[src/rtl/maze_rx_framer.sv]
// Parallel-port tile stream to tile-memory writes; write appears 2 clk edges after strobe first sampled high.
// No backpressure: the memory accepts every write, and strobes arriving faster than 3 clk high/low may be missed.
module maze_rx_framer #(
  parameter int ROWS           = 10,
  parameter int COLS           = 10,
  parameter int TIMEOUT_CYCLES = 2_516_000
) (
  input  logic       clk,
  input  logic       rst,
  input  logic [9:0] port_in,
  output logic       wr_en,
  output logic [3:0] wr_row,
  output logic [3:0] wr_col,
  output logic [7:0] wr_data,
  output logic       frame_done,
  output logic       synced,
  output logic [7:0] frame_count,
  output logic [7:0] err_count
);

  localparam logic [3:0]  LAST_ROW = 4'(ROWS - 1);
  localparam logic [3:0]  LAST_COL = 4'(COLS - 1);
  localparam logic [23:0] TIMEOUT  = 24'(TIMEOUT_CYCLES);
  localparam logic [23:0] IDLE_MAX = '1;

  typedef enum logic {
    HUNT = 1'b0,
    RECV = 1'b1
  } state_t;

  state_t      state_q, state_d;
  logic [9:0]  s1_q, s2_q;
  logic        prev_q;
  logic [3:0]  row_q, row_d;
  logic [3:0]  col_q, col_d;
  logic [23:0] idle_q, idle_d;
  logic        wr_en_q, wr_en_d;
  logic [3:0]  wr_row_q, wr_row_d;
  logic [3:0]  wr_col_q, wr_col_d;
  logic [7:0]  wr_data_q, wr_data_d;
  logic        frame_done_q, frame_done_d;
  logic [7:0]  frame_count_q, frame_count_d;
  logic [7:0]  err_count_q, err_count_d;
  logic        err_bump;

  logic        stb_edge;
  logic        new_frame;
  logic [7:0]  tile_byte;
  logic        at_origin;
  logic        at_last;
  logic        timeout_hit;

  assign stb_edge    = s2_q[8] & ~prev_q;
  assign new_frame   = s2_q[9];
  assign tile_byte   = s2_q[7:0];
  assign at_origin   = (row_q == 4'd0) && (col_q == 4'd0);
  assign at_last     = (row_q == LAST_ROW) && (col_q == LAST_COL);
  assign timeout_hit = (state_q == RECV) && !at_origin && (idle_q >= TIMEOUT);

  // prev follows s2 so the port's reset-time level never fakes a falling edge
  always_ff @(posedge clk or posedge rst) begin
    if (rst) begin
      s1_q   <= '0;
      s2_q   <= '0;
      prev_q <= 1'b0;
    end else begin
      s1_q   <= port_in;
      s2_q   <= s1_q;
      prev_q <= s2_q[8];
    end
  end

  always_ff @(posedge clk or posedge rst) begin
    if (rst) begin
      state_q       <= HUNT;
      row_q         <= '0;
      col_q         <= '0;
      idle_q        <= '0;
      wr_en_q       <= 1'b0;
      wr_row_q      <= '0;
      wr_col_q      <= '0;
      wr_data_q     <= '0;
      frame_done_q  <= 1'b0;
      frame_count_q <= '0;
      err_count_q   <= '0;
    end else begin
      state_q       <= state_d;
      row_q         <= row_d;
      col_q         <= col_d;
      idle_q        <= idle_d;
      wr_en_q       <= wr_en_d;
      wr_row_q      <= wr_row_d;
      wr_col_q      <= wr_col_d;
      wr_data_q     <= wr_data_d;
      frame_done_q  <= frame_done_d;
      frame_count_q <= frame_count_d;
      err_count_q   <= err_count_d;
    end
  end

  always_comb begin
    state_d       = state_q;
    row_d         = row_q;
    col_d         = col_q;
    idle_d        = (idle_q == IDLE_MAX) ? idle_q : idle_q + 24'd1;
    wr_en_d       = 1'b0;
    wr_row_d      = wr_row_q;
    wr_col_d      = wr_col_q;
    wr_data_d     = wr_data_q;
    frame_done_d  = 1'b0;
    frame_count_d = frame_count_q;
    err_count_d   = err_count_q;
    err_bump      = 1'b0;

    if (stb_edge) begin
      idle_d = '0;
      if (new_frame) begin
        // new_frame always re-anchors to (0,0); arriving mid-frame means the last frame was short
        err_bump  = (state_q == RECV) && !at_origin;
        state_d   = RECV;
        wr_en_d   = 1'b1;
        wr_row_d  = 4'd0;
        wr_col_d  = 4'd0;
        wr_data_d = tile_byte;
        row_d     = 4'd0;
        col_d     = 4'd1;
      end else if (state_q == RECV) begin
        wr_en_d   = 1'b1;
        wr_row_d  = row_q;
        wr_col_d  = col_q;
        wr_data_d = tile_byte;
        if (at_last) begin
          frame_done_d  = 1'b1;
          frame_count_d = frame_count_q + 8'd1;
          row_d         = 4'd0;
          col_d         = 4'd0;
        end else if (col_q == LAST_COL) begin
          row_d = row_q + 4'd1;
          col_d = 4'd0;
        end else begin
          col_d = col_q + 4'd1;
        end
      end
    end else if (timeout_hit) begin
      state_d  = HUNT;
      row_d    = 4'd0;
      col_d    = 4'd0;
      err_bump = 1'b1;
    end

    if (err_bump && (err_count_q != 8'hFF)) begin
      err_count_d = err_count_q + 8'd1;
    end
  end

  assign wr_en       = wr_en_q;
  assign wr_row      = wr_row_q;
  assign wr_col      = wr_col_q;
  assign wr_data     = wr_data_q;
  assign frame_done  = frame_done_q;
  assign synced      = (state_q == RECV);
  assign frame_count = frame_count_q;
  assign err_count   = err_count_q;

endmodule

[config.mk]
export PLATFORM = sky130hd
export DESIGN_NAME = maze_rx_framer
export DESIGN_NICKNAME = d
export VERILOG_FILES = /design/src/rtl/maze_rx_framer.sv
export SDC_FILE = /design/constraint.sdc
export NUM_CORES = 1
export LEC_CHECK = 0
export BUFFER_PORTS_ARGS = -buffer_cell sky130_fd_sc_hd__clkbuf_2
export CORE_UTILIZATION = 55
export DETAILED_ROUTE_END_ITERATION = 6
export PLACE_DENSITY_LB_ADDON = 0.3
export SYNTH_ARGS = -nofsm -noshare
export SYNTH_HDL_FRONTEND = slang
export SYNTH_SLANG_ARGS = --single-unit
[constraint.sdc]
create_clock -name clk -period 4.4 [get_ports clk]
set_input_delay 0.22 -clock clk [delete_from_list [all_inputs] [get_ports clk]]
set_output_delay 0.22 -clock clk [all_outputs]
set_load 0.02 [all_outputs]
# Yosys cells after proc, flatten, opt, wreduce, memory -nomap -nowiden

Index checks and enable logic that the tools add are counted.

Add/sub/neg operators: 5
Order comparisons: 1
Equal/unequal tests: 8
Muxes and demuxes: 32
Bitwise logic cells: 3
Reductions and logical operators: 15

Operators with widths:

| cell                  | number |
|---|---|
| $mux 4                | 15 |
| $mux 24               | 2 |
| $add 24x1->24 const B | 1 |
| $eq 24x24->1 const B  | 1 |
| $ge 24x22->1 const B  | 1 |
| $add 8x1->8 const B   | 2 |
| $mux 8                | 2 |
| $mux 1                | 13 |
| $add 4x1->4 const B   | 2 |
| $eq 4x4->1 const B    | 2 |
| $logic_not 4->1       | 2 |
| $ne 8x8->1 const B    | 1 |
| $reduce_and 2->1      | 3 |
| $logic_and 1x1->1     | 5 |
| $ne 2x2->1 const B    | 2 |
| $ne 4x2->1 const B    | 1 |
| $reduce_and 4->1      | 1 |
| $reduce_bool 2->1     | 2 |
| $ne 3x3->1 const B    | 1 |
| $reduce_and 3->1      | 1 |
| $not 1->1             | 2 |
| $and 1x1->1           | 1 |
| $logic_not 1->1       | 1 |

Register bits: 88
Input bits: 12
Output and inout port bits: 35
Word-level logic and storage cells: 78

# Logic depth before layout (Yosys ltp)

Depth in word-level cells: 8
Mapped depth: 8
Gate-level depth less buffers: 8

# Worst setup path after synthesis

No wires, ideal clock.

Path kind: register to register
Start point: register err_count_q[0], in the netlist err_count[0]
End point: register err_count_q[1], in the netlist err_count[1]
Setup time: 127 ps
Arrival time: 1916 ps
Required time: 4273 ps
Setup slack: 2357 ps
Stages on the path, launching flop included: 6
Path buffers: 0
Period minus slack after synthesis: 2043 ps
Cells stage by stage: dfrtp_1 -> ha_1 -> and3_1 -> and3_1 -> a2111oi_4 -> mux2_1

Longest elaborated chain between the ends: 2
Elaborated cells between the ends (all ways): 3
Those cells by class: 1 x add/sub; 1 x eq/ne; 1 x reduce/logical

RTL lines:

| element                                             | RTL line | text |
|---|---|---|
| start: declaration                                  | 43       | `logic [7:0] err_count_q, err_count_d;` |
| start signal: assignment                            | 97       | `err_count_q <= err_count_d;` |
| branches (longest 2 deep; another with $add 8x1->8) | -        |  |

Parallel ways; which one is timed is not known.
A chain may end at the register's enable or synchronous reset.

# Worst setup path after layout

Start point: register s2_q[8]
End point: register row_q[3]

Longest elaborated chain between the ends: 3
Elaborated cells between the ends (all ways): 6
Those cells by class: 2 x eq/ne; 1 x mux; 1 x bitwise; 2 x reduce/logical

RTL lines:

| element                                                   | RTL line | text |
|---|---|---|
| start: declaration                                        | 32       | `logic [9:0] s1_q, s2_q;` |
| start signal: assignment                                  | 68       | `s2_q <= s1_q;` |
| $and 1x1->1 *                                             | 53       | `assign stb_edge = s2_q[8] & ~prev_q;` |
| $ne 4x2->1 (no source line), or another cell as far along | -        |  |
| $reduce_and 3->1 (no source line)                         | -        |  |
| end signal: assignment                                    | 88       | `row_q <= row_d;` |
| end: declaration                                          | 34       | `logic [3:0] row_q, row_d;` |

Mark *: on every way between the ends. The rest lies on a longest branch, timed or not.

==> reports/results.ini <==
[worst_setup_path]
r2r-end = row_q[3]
r2r_cells = 6
worstPathMaxFanout = 17
reg2reg_from = s2_q[8]
r2r_slack_ns = 1.69
endpoint = row_q[3]
critPathArrivalTime_ns = 3.01
worstSetupPathType = register to register
cp.required_ns = 4.71
start_kind = register
setup.worst_path.start = s2_q[8]
endpoint_kind = register

[global_route]
grt.met2_usage_pct = 31.9
grt_usage_pct = 21.3
grt_use_met1_pct = 30.3
grt_pass1_vias = 2544
overflow = 0
grt.busiest_layer = met2
antenna_found_initial = 0
grt_max_degree = 52
gr-usage-met3_pct = 3.89
grt_pass1_wl_microns = 11900

[cts]
post_cts_buffers = 0
post_cts_resized = 0
cts.sinks = 88
clock-root-buffer = clkbuf_8
clkLatencyLatePin_ns = 0.36
cts_tree = built
cts_buffers = 9
clk_path_buf_depth = 2
path_clk_slew_ns = 0.10
htree_levels = 3
holdBufCountCts = 11

[pwr]
power.total_uw = 1700
vdd_drop_max_mv = 0.240
p_per_area_nw_per_um2 = 381
p_leak_uw = 0.00214

[cells_and_area]
seq_area_sq_um = 2200
instances_no_fill = 494
syn_to_final_growth_pct = 16.4
finalNetCount = 431
finalCoreUtilization_pct = 65.9
layout-drive-gt1-share_pct = 18.6
antenna_cells = 0
nFillCells = 533
multiInputGateArea_sq_um = 1550

[synthesis]
synth_edf_count = 0
syn_area_sq_um = 3830
ys_seq_elements = 88
synth_cells = 347
synth-async-reset-ratio_pct = 100
ys_seq_area_share_pct = 57.5
syn_nets = 369
synth_ff_type = dfrtp_1
syn_avg_cell_area_sq_um = 11.0
ys_warn_count = 0
ys_types = 45

[die]
core_sq_um = 6760
fp-row-count = 30
dieArea_sq_um = 7300
boundaryPins = 47
dieWidth_microns = 85.4
die_height_microns = 85.4
start_util_pct = 56.7

[timing]
fin_skew_ns = 0.0111
setup_viol = 0
fin_ws_ns = 1.69
worstMarginPinSlew_ns = 0.952
rsz0062_at_grt = false
finalCriticalPeriod_ns = 2.71
slew_viol_final = 0
hold_viol = 0
tns_ns = 0
max_freq_mhz = 370
fin_crit_sh_pct = 61.5
slew_headroom_pct = 36.4

[place]
place_inst = 467
globalplace.congestion = 0.810
place_hpwl_microns = 4700
dp_slack_ns = 1.75
io_buffers = 46

[status]
outcome = complete, no violations

[detailed_routing]
wl_microns = 7000
drtIter0Drc = 185
drc = 0
vias = 2685
dr.pass1.iters = 4
final_antenna_net_count = 0
wire_per_inst_microns = 14.2
post_drt_via_cell_ratio = 5.44

[hold_path]
hold_class = register to register

[flow_run]
maxCapViolCount = 0

## power breakdown
group          internal [uW]  switching, uW
logic                   86.2            138
registers                868           61.0
clock network            223            323
## worst min path at each step
stage                    start       to  cells after the start  slack [ns]
floorplan           port_in[0]  s1_q[0]                      0        0.25
global placement    port_in[7]  s1_q[7]                      1        0.33
detailed placement  port_in[3]  s1_q[3]                      1        0.33
CTS                    s1_q[9]  s2_q[9]                      0        0.36
global route           s1_q[9]  s2_q[9]                      0        0.36
finish                 s1_q[9]  s2_q[9]                      0        0.36
## critical path, cell delays in order (launching register included)
cell     delay [ns]
dfrtp_1        0.37
nor2b_1        0.76
o21ai_2        0.45
inv_2          0.32
a41oi_4        0.10
or4_1          0.55
nand3_1        0.09
## metrics by stage
stage               hold slack (ns)  cell area [sq um]
finish                        0.357               4460
detailed placement            0.330               4140
floorplan                     0.251               3830
global route                  0.363               4460
global placement              0.328               4140
CTS                           0.357               4460
## per-layer routing
metal	part of all wire (%)	wire length, microns	up-vias
li1	-	-	1316
met1	47	3300	1310
met2	47	3320	44
met3	2.8	198	15
met4	2.6	179	0
met5	0	0	-
## Yosys cell counts, types with 6 or more instances
| cell | n | area (sq um) |
|---|---|---|
| nand2_1 | 51 | 191 |
| xor2_1 | 16 | 140 |
| xnor2_1 | 19 | 166 |
| nor2_1 | 33 | 124 |
| nand4_1 | 13 | 81.3 |
| inv_1 | 11 | 41.3 |
| clkbuf_1 | 6 | 22.5 |
| o21ai_0 | 12 | 60.1 |
| a22o_1 | 6 | 52.6 |
| nand3_1 | 16 | 80.1 |
| dfrtp_1 | 88 | 2200 |
| and3_1 | 13 | 81.3 |
| ha_1 | 10 | 125 |
| nor3_1 | 7 | 35.0 |
## state kept, by name (all words and copies together), names as in the netlist
signal       count
idle_q          24
frame_done       1
s1_q            10
synced           1
prev_q           1
row_q            4
wr_en            1
wr_data          8
wr_row           4
wr_col           4
err_count        8
s2_q            10
frame_count      8
col_q            4
## cell type report
cell class                      instances  area share [%]
Tap cell                               80            2.25
Clock inverter                          7            1.77
Multi-Input combinational cell        239            34.8
Clock buffer                            9            2.78
Timing Repair Buffer                   59            7.98
Sequential cell                        88            49.4
Inverter                               12            1.04
## cell usage in the layout, fill, tap and decap left out, drive strengths merged, types with 5 or more instances in the layout
cell | synthesis | final
clkinv | 0 | 6
and3 | 13 | 13
xor2 | 16 | 16
nand2 | 51 | 51
nor2 | 33 | 33
dfrtp | 88 | 88
o21ai | 16 | 16
inv | 12 | 13
nor3 | 8 | 8
nand3 | 16 | 16
nand4 | 13 | 13
dlygate4sd3 | 0 | 11
ha | 10 | 10
a31oi | 5 | 5
clkbuf | 6 | 55
a22o | 6 | 6
xnor2 | 19 | 19
## cells by family (layout without fill, tap and decap cells)
kind of cell               count (synthesis)  after routing  share of synthesized area (%)
AOI/OAI and AO/OA                         35             35                           7.88
and+or+nand+nor                          155            155                           20.2
xor gates and xnor gates                  35             35                           8.01
muxes                                      4              4                           1.14
adders and majority gates                 10             10                           3.27
DFF                                       88             88                           57.5
buffers and inverters                     20             87                           2.03
Note: power is estimated with default switching activity, not from simulation.
